===== src/rtl/bram_pkg.sv =====
`default_nettype none
// ============================================================================
//  Module      : bram_pkg
//  Description : Shared types and helpers for the block-RAM family.
//                rdw_mode_e  - same-address read/write collision behaviour
//                clr_state_e - state encoding of the clear sequencer
//                be_merge    - byte-lane merge under a byte enable
//  Revision    : 1.0 - initial release
// ============================================================================
package bram_pkg;

    typedef enum logic {
        RDW_READ_FIRST  = 1'b0,
        RDW_WRITE_FIRST = 1'b1
    } rdw_mode_e;

    typedef enum logic {
        CLR_IDLE  = 1'b0,
        CLR_CLEAR = 1'b1
    } clr_state_e;

    // Merge one byte lane: the new byte wins where its enable is set.
    // Wider words are built by applying this lane by lane.
    function automatic logic [7:0] be_merge(
        input logic [7:0] old_byte,
        input logic [7:0] new_byte,
        input logic       be
    );
        return be ? new_byte : old_byte;
    endfunction

endpackage
`default_nettype wire


===== src/rtl/bram_sdp_if.sv =====
`default_nettype none
// ============================================================================
//  Module      : bram_sdp_if
//  Description : Bus bundle for the simple-dual-port RAM.
//                master: clear_req, wr_en/wr_addr/wr_be/wr_data, rd_en/rd_addr
//                        driven; busy, rd_data, rd_valid observed
//                slave : the RAM side of the same signals
//  Revision    : 1.0 - initial release
// ============================================================================
interface bram_sdp_if
    import bram_pkg::*;
#(
    parameter int DATA_W = 8,
    parameter int DEPTH  = 32
);
    localparam int ADDR_W = $clog2(DEPTH);

    logic                  clear_req;
    logic                  busy;
    logic                  wr_en;
    logic [ADDR_W-1:0]     wr_addr;
    logic [DATA_W/8-1:0]   wr_be;
    logic [DATA_W-1:0]     wr_data;
    logic                  rd_en;
    logic [ADDR_W-1:0]     rd_addr;
    logic [DATA_W-1:0]     rd_data;
    logic                  rd_valid;

    modport master (
        output clear_req, wr_en, wr_addr, wr_be, wr_data, rd_en, rd_addr,
        input  busy, rd_data, rd_valid
    );

    modport slave (
        input  clear_req, wr_en, wr_addr, wr_be, wr_data, rd_en, rd_addr,
        output busy, rd_data, rd_valid
    );

endinterface
`default_nettype wire


===== src/rtl/bram_clear_seq.sv =====
`default_nettype none
// ============================================================================
//  Module      : bram_clear_seq
//  Description : Clear sequencer. Sweeps every address once writing zero,
//                starting out of reset or on a clear_req pulse.
//                clk, rst_n  - clock / async active-low reset
//                clear_req   - one-cycle request for a full sweep
//                busy        - sequencer owns the write port
//                clr_we      - zero-write strobe for clr_addr
//                clr_addr    - address being cleared this cycle
//  Revision    : 1.0 - initial release
// ============================================================================
module bram_clear_seq
    import bram_pkg::*;
#(
    parameter int DEPTH  = 32,
    parameter int ADDR_W = $clog2(DEPTH)
)(
    input  wire logic              clk,
    input  wire logic              rst_n,
    input  wire logic              clear_req,
    output logic                   busy,
    output logic                   clr_we,
    output logic [ADDR_W-1:0]      clr_addr
);

    localparam logic [ADDR_W-1:0] c_last_addr = ADDR_W'(DEPTH - 1);

    clr_state_e          r_state;
    clr_state_e          w_state_nxt;
    logic [ADDR_W-1:0]   r_addr;
    logic [ADDR_W-1:0]   w_addr_nxt;

    // Reset lands in CLEAR so the array is swept after every reset.
    always_ff @(posedge clk or negedge rst_n) begin
        if (!rst_n) begin
            r_state <= CLR_CLEAR;
            r_addr  <= '0;
        end else begin
            r_state <= w_state_nxt;
            r_addr  <= w_addr_nxt;
        end
    end

    always_comb begin
        w_state_nxt = r_state;
        w_addr_nxt  = r_addr;
        clr_we      = 1'b0;
        case (r_state)
            CLR_IDLE: begin
                if (clear_req) begin
                    w_state_nxt = CLR_CLEAR;
                    w_addr_nxt  = '0;
                end
            end
            CLR_CLEAR: begin
                // clear_req is deliberately not looked at here: no restart.
                clr_we = 1'b1;
                if (r_addr == c_last_addr) begin
                    w_state_nxt = CLR_IDLE;
                    w_addr_nxt  = '0;
                end else begin
                    w_addr_nxt  = r_addr + ADDR_W'(1);
                end
            end
            default: begin
                w_state_nxt = CLR_IDLE;
                w_addr_nxt  = '0;
            end
        endcase
    end

    assign busy     = (r_state == CLR_CLEAR);
    assign clr_addr = r_addr;

endmodule
`default_nettype wire


===== src/rtl/bram_sdp.sv =====
`default_nettype none
// ============================================================================
//  Module      : bram_sdp
//  Description : Simple-dual-port block RAM with byte-enable writes,
//                1- or 2-cycle read latency, selectable read-during-write
//                behaviour and a built-in clear sweep.
//                clk, rst_n - clock / async active-low reset
//                bus        - bram_sdp_if.slave (clear, write, read ports)
//  Revision    : 1.0 - initial release
// ============================================================================
module bram_sdp
    import bram_pkg::*;
#(
    parameter int DATA_W     = 8,
    parameter int DEPTH      = 32,
    parameter int RD_LATENCY = 1,
    parameter int RDW_MODE   = 0
)(
    input  wire logic     clk,
    input  wire logic     rst_n,
    bram_sdp_if.slave     bus
);

    localparam int ADDR_W = $clog2(DEPTH);
    localparam int c_nbytes = DATA_W / 8;
    localparam logic [ADDR_W:0] c_depth = (ADDR_W + 1)'(DEPTH);
    localparam bit c_write_first = (RDW_MODE == int'(RDW_WRITE_FIRST));

    logic [DATA_W-1:0]   r_mem [DEPTH];

    logic                w_busy;
    logic                w_clr_we;
    logic [ADDR_W-1:0]   w_clr_addr;

    logic                w_wr_fire;
    logic                w_rd_fire;
    logic                w_rd_in_range;
    logic                w_collide;
    logic [ADDR_W-1:0]   w_port_addr;
    logic [c_nbytes-1:0] w_port_be;
    logic [DATA_W-1:0]   w_port_data;
    logic [DATA_W-1:0]   w_rd_old;
    logic [DATA_W-1:0]   w_rd_merged;
    logic [DATA_W-1:0]   w_rd_word;

    logic                r_rd_valid;
    logic [DATA_W-1:0]   r_rd_data;

    bram_clear_seq #(
        .DEPTH  (DEPTH),
        .ADDR_W (ADDR_W)
    ) u_clear_seq (
        .clk       (clk),
        .rst_n     (rst_n),
        .clear_req (bus.clear_req),
        .busy      (w_busy),
        .clr_we    (w_clr_we),
        .clr_addr  (w_clr_addr)
    );

    // User traffic is only accepted while the sequencer is idle.
    assign w_wr_fire     = bus.wr_en & ~w_busy & ({1'b0, bus.wr_addr} < c_depth);
    assign w_rd_fire     = bus.rd_en & ~w_busy;
    assign w_rd_in_range = ({1'b0, bus.rd_addr} < c_depth);
    assign w_collide     = w_wr_fire & (bus.wr_addr == bus.rd_addr);

    // Single write port shared by the sweep and the user.
    assign w_port_addr = w_busy ? w_clr_addr : bus.wr_addr;
    assign w_port_be   = w_busy ? {c_nbytes{w_clr_we}}
                                : (w_wr_fire ? bus.wr_be : '0);
    assign w_port_data = w_busy ? '0 : bus.wr_data;

    always_ff @(posedge clk) begin
        for (int i = 0; i < c_nbytes; i++) begin
            if (w_port_be[i]) begin
                r_mem[w_port_addr][8*i +: 8] <= w_port_data[8*i +: 8];
            end
        end
    end

    // Array read happens before the edge's write lands, which gives the
    // read-first result for free; write-first substitutes the merged word.
    assign w_rd_old = r_mem[bus.rd_addr];

    always_comb begin
        w_rd_merged = w_rd_old;
        for (int i = 0; i < c_nbytes; i++) begin
            w_rd_merged[8*i +: 8] = be_merge(w_rd_old[8*i +: 8],
                                             bus.wr_data[8*i +: 8],
                                             bus.wr_be[i]);
        end
    end

    always_comb begin
        w_rd_word = w_rd_old;
        if (!w_rd_in_range) begin
            w_rd_word = '0;
        end else if (c_write_first && w_collide) begin
            w_rd_word = w_rd_merged;
        end
    end

    // Read data is captured at the issue edge, so reads in flight when a
    // sweep starts still return the word as it was when they were issued.
    generate
        if (RD_LATENCY == 2) begin : g_lat2
            logic              r_s1_valid;
            logic [DATA_W-1:0] r_s1_data;

            always_ff @(posedge clk or negedge rst_n) begin
                if (!rst_n) begin
                    r_s1_valid <= 1'b0;
                    r_s1_data  <= '0;
                    r_rd_valid <= 1'b0;
                    r_rd_data  <= '0;
                end else begin
                    r_s1_valid <= w_rd_fire;
                    if (w_rd_fire) begin
                        r_s1_data <= w_rd_word;
                    end
                    r_rd_valid <= r_s1_valid;
                    if (r_s1_valid) begin
                        r_rd_data <= r_s1_data;
                    end
                end
            end
        end else begin : g_lat1
            always_ff @(posedge clk or negedge rst_n) begin
                if (!rst_n) begin
                    r_rd_valid <= 1'b0;
                    r_rd_data  <= '0;
                end else begin
                    r_rd_valid <= w_rd_fire;
                    if (w_rd_fire) begin
                        r_rd_data <= w_rd_word;
                    end
                end
            end
        end
    endgenerate

    assign bus.busy     = w_busy;
    assign bus.rd_valid = r_rd_valid;
    assign bus.rd_data  = r_rd_data;

endmodule
`default_nettype wire

===== src/flat_wrapper.sv =====
// flat-port wrapper written by rule: the top's interface ports become plain ports
module bram_sdp_flat import bram_pkg::*;
#(
    parameter int DATA_W     = 8,
    parameter int DEPTH      = 32,
    parameter int RD_LATENCY = 1,
    parameter int RDW_MODE   = 0
)
  (clk, rst_n, bus_clear_req, bus_wr_en, bus_wr_addr, bus_wr_be, bus_wr_data, bus_rd_en, bus_rd_addr, bus_busy, bus_rd_data, bus_rd_valid);
  bram_sdp_if #(.DATA_W(DATA_W), .DEPTH(DEPTH)) bus_i ();
  input  wire logic clk;
  input  wire logic rst_n;
  input wire logic [$bits(bus_i.clear_req)-1:0] bus_clear_req;
  input wire logic [$bits(bus_i.wr_en)-1:0] bus_wr_en;
  input wire logic [$bits(bus_i.wr_addr)-1:0] bus_wr_addr;
  input wire logic [$bits(bus_i.wr_be)-1:0] bus_wr_be;
  input wire logic [$bits(bus_i.wr_data)-1:0] bus_wr_data;
  input wire logic [$bits(bus_i.rd_en)-1:0] bus_rd_en;
  input wire logic [$bits(bus_i.rd_addr)-1:0] bus_rd_addr;
  output wire logic [$bits(bus_i.busy)-1:0] bus_busy;
  output wire logic [$bits(bus_i.rd_data)-1:0] bus_rd_data;
  output wire logic [$bits(bus_i.rd_valid)-1:0] bus_rd_valid;
  assign bus_i.clear_req = bus_clear_req;
  assign bus_i.wr_en = bus_wr_en;
  assign bus_i.wr_addr = bus_wr_addr;
  assign bus_i.wr_be = bus_wr_be;
  assign bus_i.wr_data = bus_wr_data;
  assign bus_i.rd_en = bus_rd_en;
  assign bus_i.rd_addr = bus_rd_addr;
  assign bus_busy = bus_i.busy;
  assign bus_rd_data = bus_i.rd_data;
  assign bus_rd_valid = bus_i.rd_valid;
  bram_sdp #(.DATA_W(DATA_W), .DEPTH(DEPTH), .RD_LATENCY(RD_LATENCY), .RDW_MODE(RDW_MODE)) u_core (.clk(clk), .rst_n(rst_n), .bus(bus_i));
endmodule

===== config.mk =====
export PLATFORM = sky130hd
export DESIGN_NAME = bram_sdp_flat
export DESIGN_NICKNAME = d
export VERILOG_FILES = /design/src/rtl/bram_pkg.sv /design/src/rtl/bram_sdp_if.sv /design/src/rtl/bram_clear_seq.sv /design/src/rtl/bram_sdp.sv /design/src/flat_wrapper.sv
export SDC_FILE = /design/constraint.sdc
export NUM_CORES = 1
export LEC_CHECK = 0
export ABC_AREA = 1
export BUFFER_PORTS_ARGS = -buffer_cell sky130_fd_sc_hd__buf_2
export CAP_MARGIN = 20
export CORE_MARGIN = 2
export CORE_UTILIZATION = 60
export DETAILED_ROUTE_END_ITERATION = 12
export PLACE_DENSITY = 0.83
export SLEW_MARGIN = 5
export SYNTH_ARGS = -nofsm -noshare
export SYNTH_HDL_FRONTEND = slang
export SYNTH_HIERARCHICAL = 1
export SYNTH_SLANG_ARGS = --single-unit

===== constraint.sdc =====
create_clock -name clk -period 3.1 [get_ports clk]
set_input_delay 0.31 -clock clk [delete_from_list [all_inputs] [get_ports clk]]
set_output_delay 0.31 -clock clk [all_outputs]
set_load 0.1 [all_outputs]

# Word-level counts from Yosys, hierarchy flattened

Memories as Yosys holds them, arrays and structs flattened. A register that Yosys moved wholly into a read port is not among the register bits.
Index checks and enable logic that the tools add are counted.

Add/subtract/negate cells: 1
Equality and inequality tests: 2
Multiplexer cells: 12
Bitwise logic cells: 3
Reductions and logical operators: 1

Operators by type and width:

| operator              | number |
|---|---|
| $mux W5               | 3 |
| $pmux W5 S2           | 1 |
| $mux W8               | 1 |
| $mux W1               | 6 |
| $add A5 B1 Y5 const B | 1 |
| $eq A5 B5 Y1 const B  | 1 |
| $and A1 B1 Y1         | 2 |
| $ne A2 B2 Y1 const B  | 1 |
| $pmux W1 S2           | 1 |
| $logic_not A1 Y1      | 1 |
| $not A1 Y1            | 1 |

Register bits after elaboration: 7
Memory bits (writable): 256
Input port bits: 24
Output and inout bits: 10
Word-level logic and storage cells: 23
Memories kept: 1

Memories:

| name         | words | bits a word | read ports | clocked after memory_dff | wr ports | RTL line       | source |
|---|---|---|---|---|---|---|---|
| u_core.r_mem | 32    | 8           | 1          | 1                        | 1        | bram_sdp.sv:29 | `logic [DATA_W-1:0] r_mem [DEPTH];` |

# Longest topological paths before layout

Depth in word-level cells: 6
Gate-level depth with buffers: 11
Depth with buffers taken out: 9

# Hierarchy

The synthesis kept the hierarchy.

By module, submodules not included:

| module         | times used | cells an instance | area each (um2) | seq. area each (um2) |
|---|---|---|---|---|
| bram_sdp       | 1          | 961               | 10921.7         | 7912.6 |
| bram_clear_seq | 1          | 31                | 312.8           | 151.4 |

# Worst setup path before layout

Ideal clock, no wire load.

Path kind: register to register
Start point: reg u_core.u_clear_seq.r_state (netlist: u_core/u_clear_seq/busy)
End point: mem u_core.r_mem[20][0] (enable)
Setup time: 370 ps
Arrival: 2094 ps
Required time: 2730 ps
Slack: 636 ps
Cell stages (with the launch flop): 8
Cell sequence: dfstp_2 -> inv_2 -> or2_1 -> o21ai_2 -> inv_2 -> nor2_2 -> nand2_1 -> nor2_1

Word-level cells in the longest chain between the ends: 6
Elaborated cells between the ends (all ways): 7
Classes of those cells: mux: 5; bitwise: 2

Ends and longest elaborated chain:

| element                       | RTL line             | source |
|---|---|---|
| start: declaration            | bram_clear_seq.sv:29 | `clr_state_e r_state;` |
| start signal: assignment      | bram_clear_seq.sv:40 | `r_state <= w_state_nxt;` |
| $not A1 Y1                    | bram_sdp.sv:62       | `assign w_wr_fire = bus.wr_en & ~w_busy & ({1'b0, bus.wr_addr} < c_depth);` |
| $and A1 B1 Y1                 | bram_sdp.sv:62       |  |
| $mux W1                       | bram_sdp.sv:70       | `: (w_wr_fire ? bus.wr_be : '0);` |
| $mux W1                       | bram_sdp.sv:69       | `assign w_port_be = w_busy ? {c_nbytes{w_clr_we}}` |
| $mux W1                       | bram_sdp.sv:75       | `if (w_port_be[i]) begin` |
| $mux W1 (implied by the code) | bram_sdp.sv:76       | `r_mem[w_port_addr][8*i +: 8] <= w_port_data[8*i +: 8];` |
| end: declaration              | bram_sdp.sv:29       |  |

Parallel ways exist; a longest one is shown, timed or not.

# Final worst setup path

Start point: reg u_core.u_clear_seq.r_state (netlist: u_core/u_clear_seq/busy)
End point: mem u_core.r_mem[11][7] (enable)

Same word-level chain as after synthesis.

==> impl_metrics.ini <==
[placed_design]
io_buffers = 33
dp_hpwl_um = 15570
placed_area_mm2 = 0.01171
post-place-cells = 1236
routabilityCongestion = 0.8960

[critical_path]
rrSetupSlack_ns = 0.61
crit_path_end_kind = register
worst_setup_path_start_kind = register
cp_max_fo = 10
ff2ff_path_depth = 4
r2r-end = u_core/r_mem[11][7]
r2r_start = u_core/u_clear_seq/busy
arrival_ns = 2.64
required_ns = 3.25
crit_type = register to register

[grt]
grt_use_met2 = 0.4393
antenna_found_initial = 0
grt_pass1_wl_um = 38940
use_met1 = 0.3423
gr-usage-all-layers = 0.2583
grt_pass1_vias = 7445
grt_max_degree = 81
use_met3 = 0.04620
gr-total-overflow = 0
busiest_layer = met2

[yosys]
synth_xor_area_frac = 0
synth-compound-area-share = 0.007016
syn-num-nets = 1019
synth_area_leader_cell = edfxtp_1
synthTopCellsByArea = edfxtp_1, nand2_1, nand3_1, dfrtp_1, buf_2
synth_top_family_by_area = simple AND/OR/NAND/NOR gates
muxShareOfSynthArea = 0
synth.avg_cell_area_um2 = 11.33
ys_types = 26
synth_top_area_share = 0.6843
syn_area_mm2 = 0.01123
ys_warn_count = 6
yosysSeqAreaShare = 0.7178
synth-seq-cells = 271
synth_fa_ha_area_frac = 0.003341
synthSimpleGateAreaFrac = 0.2412
syn_inst = 992

[sta]
fin_crit_ns = 2.489
worst_pin_slew_ns = 0.9876
slew_headroom = 0.3400
min_period_over_period = 0.8028
fmax_mhz = 401.8
final-hold-violation-count = 0
fin_skew_ns = 0.02220
setup_viol = 0
slew_violations = 0
rsz0062_at_grt = false
fin_setup_tns_ns = 0

[detailed_routing]
drtPass1Iterations = 5
wire_per_inst_um = 19.70
routed_wl_um = 25290
drc_errors = 0
drt_iter0_drc = 1000
ant_nets = 0
via_per_inst = 5.945
vias = 7634

[min_path]
hold_path_class = input pin to register
worstHoldStart = bus_clear_req
hold-path-cell-count = 4
whs_endpoint = u_core/u_clear_seq/clr_addr[3]

[cells_and_area]
mostFrequentLayoutCells = nand2_1, edfxtp_1, nand3_1
area_growth_pct = 11.57
n_antenna_cell = 0
layout-drive-gt1-share = 0.1286
fin_cells = 1284
utilization = 0.6769
fin_nets = 1058
final_area_mm2 = 0.01253
final_common_cell = nand2_1

[flow_run]
maxCapViolCount = 0

[clock_network]
clk_latency_ns = 0.54
cts_tree = built
root_buffer = clkbuf_16
cts_buffers = 26
hold_buffers = 1
clock-sinks = 271
htree_levels = 1
cts_buffer_depth = 3
cts_setup_buffers = 0
clk_pin_slew_ns = 0.06
cts.repair.resized = 0

[floorplanning]
die_area_mm2 = 0.01983
start_util = 0.6067
dieHeight_um = 140.8
pin_count = 34
placementRows = 50
die_x_um = 140.8
coreArea_mm2 = 0.01852

[power]
power_per_cell_area_mw_per_mm2 = 806.0
ir_drop_v = 0.0005916
leakage_uw = 0.004831

[outcome]
status = finished, final reports clean
==> worst max-delay path: stages, from the launching register on <==
cell     delay [ns]
dfstp_2        0.66
o21ai_0        0.38
inv_1          0.33
nand2_1        0.17
nor2_1         0.57
==> cell families (layout without fill, tap and decap cells) <==
logic type,after synthesis,in the layout
simple gates,631,631
buf+inv,77,135
flops,271,271
fa+ha+maj,3,3
compound gates,10,10
==> report_power, final <==
| group | switching, uW | internal [uW] | total, uW |
|---|---|---|---|
| logic | 1690 | 495 | 2180 |
| clock network | 1280 | 1710 | 2990 |
| registers | 191 | 4740 | 4930 |
==> Yosys cell counts (all sizes together) <==
cell type	count
nand2	355
buf	41
clkinv	1
ha	3
o21ai	6
nor2	48
dfrtp	14
nand3	223
dfstp	1
or2	4
a22o	2
nand4	1
o31ai	1
edfxtp	256
a21oi	1
inv	22
clkbuf	13
==> layer usage <==
metal | wire (um) | up-vias
met5 | 0 | -
met4 | 697 | 0
met3 | 2451 | 69
met2 | 12650 | 432
met1 | 9490 | 3621
li1 | - | 3512
==> sequential cells by signal, summed over array words and instances, names as in the netlist <==
name / count
u_core/u_clear_seq/clr_addr: 5
u_core/r_mem: 256
u_core/bus.rd_valid: 1
u_core/bus.rd_data: 8
u_core/u_clear_seq/busy: 1
==> how the worst max path moves through the flow <==
stage | start | endpoint | slack (ns)
2_1_floorplan | u_core/u_clear_seq/busy | u_core/r_mem[20][0] | 0.64
3_3_place_gp | u_core/u_clear_seq/busy | u_core/r_mem[26][5] | 0.71
3_5_place_dp | u_core/u_clear_seq/busy | u_core/r_mem[31][0] | 0.62
4_1_cts | u_core/u_clear_seq/busy | u_core/r_mem[11][7] | 0.64
5_1_grt | u_core/u_clear_seq/busy | u_core/r_mem[31][6] | 0.52
6_report | u_core/u_clear_seq/busy | u_core/r_mem[11][7] | 0.61
==> metrics by stage <==
step	worst slack, ns	hold slack (ns)	power [uW]
after floorplan	0.6357	0.01441	6438
after global placement	0.7082	0.2368	7092
after detailed placement	0.6162	0.2400	7151
after CTS	0.6367	0.04698	10110
after global routing	0.5240	0.05855	10470
final	0.6115	0.05981	10100
==> cell type report <==
type | instances | area, um2
multi-input combinational | 644 | 2856
inverter | 23 | 87.58
fill | 1284 | 5983
tap | 234 | 292.8
timing repair buffer | 65 | 422.9
sequential | 271 | 8064
clock inverter | 15 | 137.6
clock buffer | 32 | 673.1
No activity file was read; power rests on OpenSTA's default activity.
